### src/rtl/imem_arbiter.sv
// rtl/imem_arbiter.sv - fetch/loader arbiter for a shared single-port instruction BRAM
// Optional feature: define IMEM_ARB_LOCK_EN to add the l_lock atomic-download input.
module imem_arbiter #(
  parameter int              SIZE         = 32,
  parameter logic [SIZE-1:0] BASE_ADDRESS = '0,
  parameter int              MEM_DEPTH    = 2000,
  parameter int              IDX_W        = 11,
  parameter int              STARVE_LIMIT = 8
) (
  input  logic             clk,
  input  logic             rst,
  input  logic             f_req,
  input  logic [SIZE-1:0]  f_addr,
  output logic             f_gnt,
  output logic             f_rvalid,
  output logic [SIZE-1:0]  f_rdata,
  output logic             f_err,
  input  logic             l_req,
  input  logic             l_we,
  input  logic [SIZE-1:0]  l_addr,
  input  logic [SIZE-1:0]  l_wdata,
`ifdef IMEM_ARB_LOCK_EN
  input  logic             l_lock,
`endif
  output logic             l_gnt,
  output logic             l_rvalid,
  output logic [SIZE-1:0]  l_rdata,
  output logic             l_err,
  output logic             mem_en,
  output logic             mem_we,
  output logic [IDX_W-1:0] mem_addr,
  output logic [SIZE-1:0]  mem_wdata,
  input  logic [SIZE-1:0]  mem_rdata
);

  localparam logic [SIZE-1:0] NOP = SIZE'(32'h00000013);

  typedef enum logic [1:0] {OWN_IDLE, OWN_FETCH, OWN_LOAD} owner_t;

  owner_t          owner_q, owner_d;
  logic            bad_q, bad_d;
  logic            wr_q, wr_d;
  logic [7:0]      starve_q, starve_d;
  logic [SIZE-1:0] f_rdata_q, f_rdata_d;
  logic [SIZE-1:0] l_rdata_q, l_rdata_d;
  logic            lock_q, lock_d;

  logic [SIZE-1:0] f_word, l_word;
  logic            f_ok, l_ok;
  logic            lock_blk, starve_hit;

  // Addresses below BASE_ADDRESS wrap to huge word indices and fail the range check.
  always_comb begin
    f_word = (f_addr - BASE_ADDRESS) >> 2;
    l_word = (l_addr - BASE_ADDRESS) >> 2;
    f_ok   = (f_addr[1:0] == 2'b00) && (f_word < SIZE'(MEM_DEPTH));
    l_ok   = (l_addr[1:0] == 2'b00) && (l_word < SIZE'(MEM_DEPTH));
  end

  always_comb begin
    lock_blk   = lock_q;
    starve_hit = (starve_q == 8'(STARVE_LIMIT)) && !lock_blk;
    f_gnt      = 1'b0;
    l_gnt      = 1'b0;
    if (!rst) begin
      if (l_req && (!f_req || lock_blk || !starve_hit)) l_gnt = 1'b1;
      else if (f_req && !lock_blk)                      f_gnt = 1'b1;
    end
  end

  always_ff @(posedge clk or posedge rst) begin
    if (rst) begin
      owner_q   <= OWN_IDLE;
      bad_q     <= 1'b0;
      wr_q      <= 1'b0;
      starve_q  <= 8'd0;
      f_rdata_q <= '0;
      l_rdata_q <= '0;
      lock_q    <= 1'b0;
    end else begin
      owner_q   <= owner_d;
      bad_q     <= bad_d;
      wr_q      <= wr_d;
      starve_q  <= starve_d;
      f_rdata_q <= f_rdata_d;
      l_rdata_q <= l_rdata_d;
      lock_q    <= lock_d;
    end
  end

  always_comb begin
    owner_d = OWN_IDLE;
    bad_d   = 1'b0;
    wr_d    = 1'b0;
    if (f_gnt) begin
      owner_d = OWN_FETCH;
      bad_d   = !f_ok;
    end else if (l_gnt) begin
      owner_d = OWN_LOAD;
      bad_d   = !l_ok;
      wr_d    = l_we;
    end

    starve_d = starve_q;
    if (!f_req || f_gnt || lock_blk) starve_d = 8'd0;
    else if (l_gnt && starve_q != 8'hFF) starve_d = starve_q + 8'd1;

`ifdef IMEM_ARB_LOCK_EN
    lock_d = l_lock ? (lock_q | l_gnt) : 1'b0;
`else
    lock_d = 1'b0;
`endif

    // Read data lands the cycle after the grant; otherwise each port keeps its last word.
    f_rdata_d = f_rdata_q;
    l_rdata_d = l_rdata_q;
    if (owner_q == OWN_FETCH) f_rdata_d = bad_q ? NOP : mem_rdata;
    if (owner_q == OWN_LOAD && !wr_q) l_rdata_d = bad_q ? NOP : mem_rdata;
  end

  always_comb begin
    f_rvalid  = (owner_q == OWN_FETCH);
    f_err     = (owner_q == OWN_FETCH) && bad_q;
    f_rdata   = f_rdata_d;
    l_rvalid  = (owner_q == OWN_LOAD) && !wr_q;
    l_err     = (owner_q == OWN_LOAD) && bad_q;
    l_rdata   = l_rdata_d;
    mem_en    = (f_gnt && f_ok) || (l_gnt && l_ok);
    mem_we    = l_gnt && l_we && l_ok;
    mem_addr  = l_gnt ? l_word[IDX_W-1:0] : f_word[IDX_W-1:0];
    mem_wdata = l_wdata;
  end

endmodule
### config.mk
export PLATFORM = sky130hd
export DESIGN_NAME = imem_arbiter
export DESIGN_NICKNAME = d
export VERILOG_FILES = /design/src/rtl/imem_arbiter.sv
export SDC_FILE = /design/constraint.sdc
export NUM_CORES = 1
export LEC_CHECK = 0
export ABC_AREA = 1
export ABC_CLOCK_PERIOD_IN_PS = 4200
export CORE_UTILIZATION = 39
export CTS_BUF_LIST = sky130_fd_sc_hd__clkbuf_4 sky130_fd_sc_hd__clkbuf_8
export CTS_CLUSTER_SIZE = 16
export DETAILED_ROUTE_END_ITERATION = 8
export GPL_TIMING_DRIVEN = 0
export PLACE_DENSITY = 0.84
export SLEW_MARGIN = 10
export SYNTH_ARGS = -nofsm -noshare
export SYNTH_HDL_FRONTEND = slang
export SYNTH_SLANG_ARGS = --single-unit
export TNS_END_PERCENT = 30
### constraint.sdc
create_clock -name clk -period 4.2 [get_ports clk]
set_input_delay 0.84 -clock clk [delete_from_list [all_inputs] [get_ports clk]]
set_output_delay 0.84 -clock clk [all_outputs]
set_load 0.02 [all_outputs]
* After elaboration in Yosys (flattened, before gate mapping)
Cells that the tools add are included.
** Storage, ports and cells
- Word-level logic and storage cells :: 52
- Output and inout port bits :: 115
- Register bits :: 76
- ROM bits :: 0
- Bits in latches :: 0
- Input port bits :: 133
- Memory bits (writable) :: 0
- Memories kept :: 0
** Operators by class
- Order comparisons :: 2
- Add/subtract/negate cells :: 1
- Divide/modulo/power cells :: 0
- Reductions and logical operators :: 22
- Shift operators :: 0
- Bitwise gates (word level) :: 0
- Muxes and demuxes :: 17
- Multipliers :: 0
- Equality and inequality tests :: 4
** Operators with widths (number)
- $mux W32 :: 3
- $lt A30 B11 Y1 const B :: 2
- $mux W8 :: 2
- $logic_and A1 B1 Y1 :: 11
- $mux W11 :: 1
- $mux W1 :: 9
- $add A8 B1 Y8 const B :: 1
- $eq A8 B4 Y1 const B :: 1
- $ne A8 B8 Y1 const B :: 1
- $logic_not A1 Y1 :: 5
- $logic_not A2 Y1 :: 2
- $mux W2 :: 2
- $logic_or A1 B1 Y1 :: 3
- $eq A2 B1 Y1 const B :: 1
- $eq A2 B2 Y1 const B :: 1
- $reduce_bool A2 Y1 :: 1

* Depth between registers and ports, before layout
- Word-level depth :: 9
- Mapped depth :: 10
- Mapped depth without buffers :: 10

* Worst setup path before layout
Ideal clock, no wire load.
- Path kind :: in2out
- Start :: input rst
- End :: output mem_we
- Setup slack :: 0.085 ns
- Data required time :: 3.360 ns
- Path buffers :: 0
- Stages :: 5
- Arrival time :: 3.275 ns
- Cell sequence :: inv_1 > nand3_4 > inv_2 > nand2_1 > nor2_1
** On the way
- Word-level cells in the longest chain between the ends :: 3
** RTL lines
- start: declaration :: RTL line 11 : input logic rst,
- $mux W1 :: RTL line 65 : if (!rst) begin
- $logic_and A1 B1 Y1 (2 in series) :: RTL line 129 : mem_we = l_gnt && l_we && l_ok;
- end: declaration :: RTL line 30 : output logic mem_we,
No other way between the ends.

* Final worst setup path
- Start :: input rst
- End :: output mem_addr[1]
** On the way
- Word-level cells in the longest chain between the ends :: 2
** RTL lines
- $mux W1 :: RTL line 65
- $mux W11 :: RTL line 130 : mem_addr = l_gnt ? l_word[IDX_W-1:0] : f_word[IDX_W-1:0];
- end: declaration :: RTL line 31 : output logic [IDX_W-1:0] mem_addr,
No other way between the ends.

==> flow_summary_export.csv <==
group,metric,value,unit
worst_setup_path,critical_path.startpoint_type,"input pin",
die,ios,248,
timing,fin_crit_sh,95.5,%
synthesis,synth_top_flop_cell,"dfrtp_1",
synthesis,syn-cell-area,4050,um2
synthesis,synth_edf_count,0,
routing,maxUsedRoutingLayer,"met4",
clock_tree,cts_buffer_depth,2,
die,start_util,40.9,%
routing,num_vias,3979,
routing,wl_per_cell,14.6,um
worst_setup_path,cp.arrival,3170,ps
placement,place_inst,841,
worst_setup_path,rr_startpoint,"owner_q[0]$_DFF_PP0_",
worst_setup_path,ff2ff_path_depth,3,
global_route,grt_pass1_wl,20100,um
placement,place_hpwl,10000,um
run_status,status,"completed",
clock_tree,cts_buffers,9,
worst_setup_path,regToRegEndpoint,"l_rdata_q[6]$_DFF_PP0_",
clock_tree,clock-root-buffer,"clkbuf_8",
timing,fin_crit,4010,ps
hold_path,hp-class,"flop to flop",
worst_setup_path,worstSetupEndpointType,"output pin",
global_route,grt_usage,23.8,%
placement,gp_congestion,0.881,
routing,wl_met3,823,um
timing,fin_skew,5.88,ps
clock_tree,clkLatencyLatePin,350,ps
flow_run,drv_cap,0,
synthesis,async_reset_ff_share,100,%
layout,drive_gt1_share,15.2,%
routing,vias_per_cell,4.64,
synthesis,synthCells,493,
die,core-area,9910,um2
die,die_h,104,um
worst_setup_path,critPathMaxFanout,42,
global_route,grt-ovfl-total,0,
timing,slew_viol_final,0,
synthesis,yosys_warnings,0,
clock_tree,clock-sinks,76,
pwr,powerDensity,356,nW/um2
routing,drt_pass1_iterations,7,
synthesis,syn_nets,628,
layout,area_growth,63.0,%
global_route,grt_start_max_net_pins,43,
synthesis,ys_ff_latch,76,
global_route,grt_pass1_vias,4058,
layout,final-instance-count-excl-fill,857,
clock_tree,clk_pin_slew_worst_paths,70,ps
pwr,p_leak,3.22,nW
routing,ant_nets,0,
timing,worstMarginPinSlew,490,ps
timing,setup_viol,0,
clock_tree,h-tree-depth,3,
timing,rsz0062_at_grt,"no",
synthesis,synth_seq_area_share,46.9,%
pwr,irDropWorstVdd,0.185,mV
placement,placed_area,6390,um2
timing,max_slew_margin,67.3,%
worst_setup_path,critical_path_class,"input pin to output pin",
layout,antenna_cells,0,
worst_setup_path,crit_end,"mem_addr[1]",
timing,fin_tns_setup,0,ps
synthesis,avgSynthCellArea,8.22,um2
layout,final_nets,854,
worst_setup_path,worstPathRequired,3360,ps
layout,final_util,66.6,%
die,fp.dieW,104,um
clock_tree,cts_tree,"built",
die,rows,36,
timing,hold_violations,0,
routing,wl_met2,6230,um
global_route,antenna_found_initial,0,
timing,fin_hold_ws,479,ps
die,fp.dieArea,10800,um2
worst_setup_path,crit_start,"rst",
routing,drt_iter0_drc,157,
clock_tree,hold_buffers,0,
routing,wirelength,12500,um
layout,nFillCells,814,
routing,drc,0,
routing,wl_met1,5000,um
hold_path,hold_path_startpoint,"f_rdata_q[5]$_DFF_PP0_",
synthesis,yosysUniqueCellTypes,24,
placement,io_buffers,214,
timing,fmax,249,MHz
worst_setup_path,r2r_slack,2610,ps
layout,design_area,6600,um2
==> metal layers <==
metal  GRT usage [%]  vias to the layer above
li1                -                     1929
met1            27.8                     1850
met2            41.1                      173
met3            5.64                       27
met4            11.6                        0
met5               0                        -
==> final cells by class <==
type / count / area, um2 / area share (%)
clock inverter: 5 / 58.8 / 0.891
multi-input combinational: 316 / 1620 / 24.5
clock buffer: 11 / 151 / 2.29
buffer: 48 / 335 / 5.08
tap: 133 / 166 / 2.52
inverter: 53 / 204 / 3.09
timing repair buffer: 215 / 2170 / 32.9
sequential: 76 / 1900 / 28.8
==> cell usage in the layout (no fill, tap or decap), types with 4 or more instances in the layout <==
cell type and n:
nand4_1 12, mux2_2 30, clkbuf_8 11, dfrtp_1 76
inv_1 47, buf_2 4, nor2_1 67, xor2_1 5
or2_2 4, nand3_1 10, inv_2 5, clkbuf_1 5
clkdlybuf4s50_1 214, buf_4 38, nand2_1 168
==> how the worst min path moves through the flow <==
| stage | depth (start not counted) | slack (ps) | endpoint |
|---|---|---|---|
| after floorplan | 2 | 540 | starve_q[1]$_DFFE_PP0P_ |
| after global placement | 2 | 460 | f_rdata_q[10]$_DFF_PP0_ |
| after detailed placement | 2 | 460 | f_rdata_q[22]$_DFF_PP0_ |
| after CTS | 2 | 480 | f_rdata_q[5]$_DFF_PP0_ |
| after global routing | 2 | 510 | f_rdata_q[5]$_DFF_PP0_ |
| final | 2 | 480 | f_rdata_q[5]$_DFF_PP0_ |
==> critical path: stages <==
cell	delay (ps)
clkdlybuf4s50_1	490
inv_6	320
buf_16	280
nand3_4	140
inv_2	120
buf_6	140
nand2_1	60
nand2_1	130
clkdlybuf4s50_1	630
==> Yosys cell counts, types with 3 or more instances <==
cell type,count,area share [%]
xor2_1,5,1.1
clkbuf_1,5,0.46
buf_4,38,7.0
buf_2,4,0.49
dfrtp_1,76,47
nor2_1,67,6.2
or2_2,4,0.62
nor3_1,3,0.37
inv_1,48,4.4
o21ai_0,3,0.37
nand2_4,3,0.83
nand2_1,168,16
inv_2,5,0.46
mux2_2,30,8.3
nand3_1,10,1.2
nor2_2,3,0.46
nand4_1,12,1.9
==> state kept, by name (all words and copies together) (netlist names) <==
register / flops
starve_q: 8
owner_q: 2
l_rdata_q: 32
f_rdata_q: 32
bad_q: 1
wr_q: 1
==> report_power, final <==
group | internal [W] | switching [W]
Sequential | 0.000850 | 0.0000347
Combinational | 0.000444 | 0.000440
Clock | 0.000308 | 0.000273
Total | 0.00160 | 0.000747
==> stage by stage <==
step	power [W]	setup WS, ps
after floorplan	0.00133	85.0
after global placement	0.00176	-1700
after detailed placement	0.00179	40.3
after CTS	0.00238	30.0
after global routing	0.00246	41.7
final	0.00235	190
==> cell families (layout without fill, tap and decap cells) <==
| family | after synthesis | after routing | synth area share [%] |
|---|---|---|---|
| AOI/OAI and AO/OA | 4 | 4 | 0.772 |
| muxes | 32 | 32 | 8.89 |
| buffers and inverters | 101 | 332 | 13.2 |
| adders and majority gates | 2 | 2 | 0.618 |
| xor gates and xnor gates | 5 | 5 | 1.08 |
| DFF | 76 | 76 | 46.9 |
| and+or+nand+nor | 273 | 273 | 28.5 |
==> what timing repair did <==
item | in CTS | in global routing
setup endpoints to repair | 0 | 3
hold endpoints to repair | 0 | 0
setup buffers | 0 | 0
gates resized for setup | 0 | 1
No activity file was read; power rests on OpenSTA's default activity.
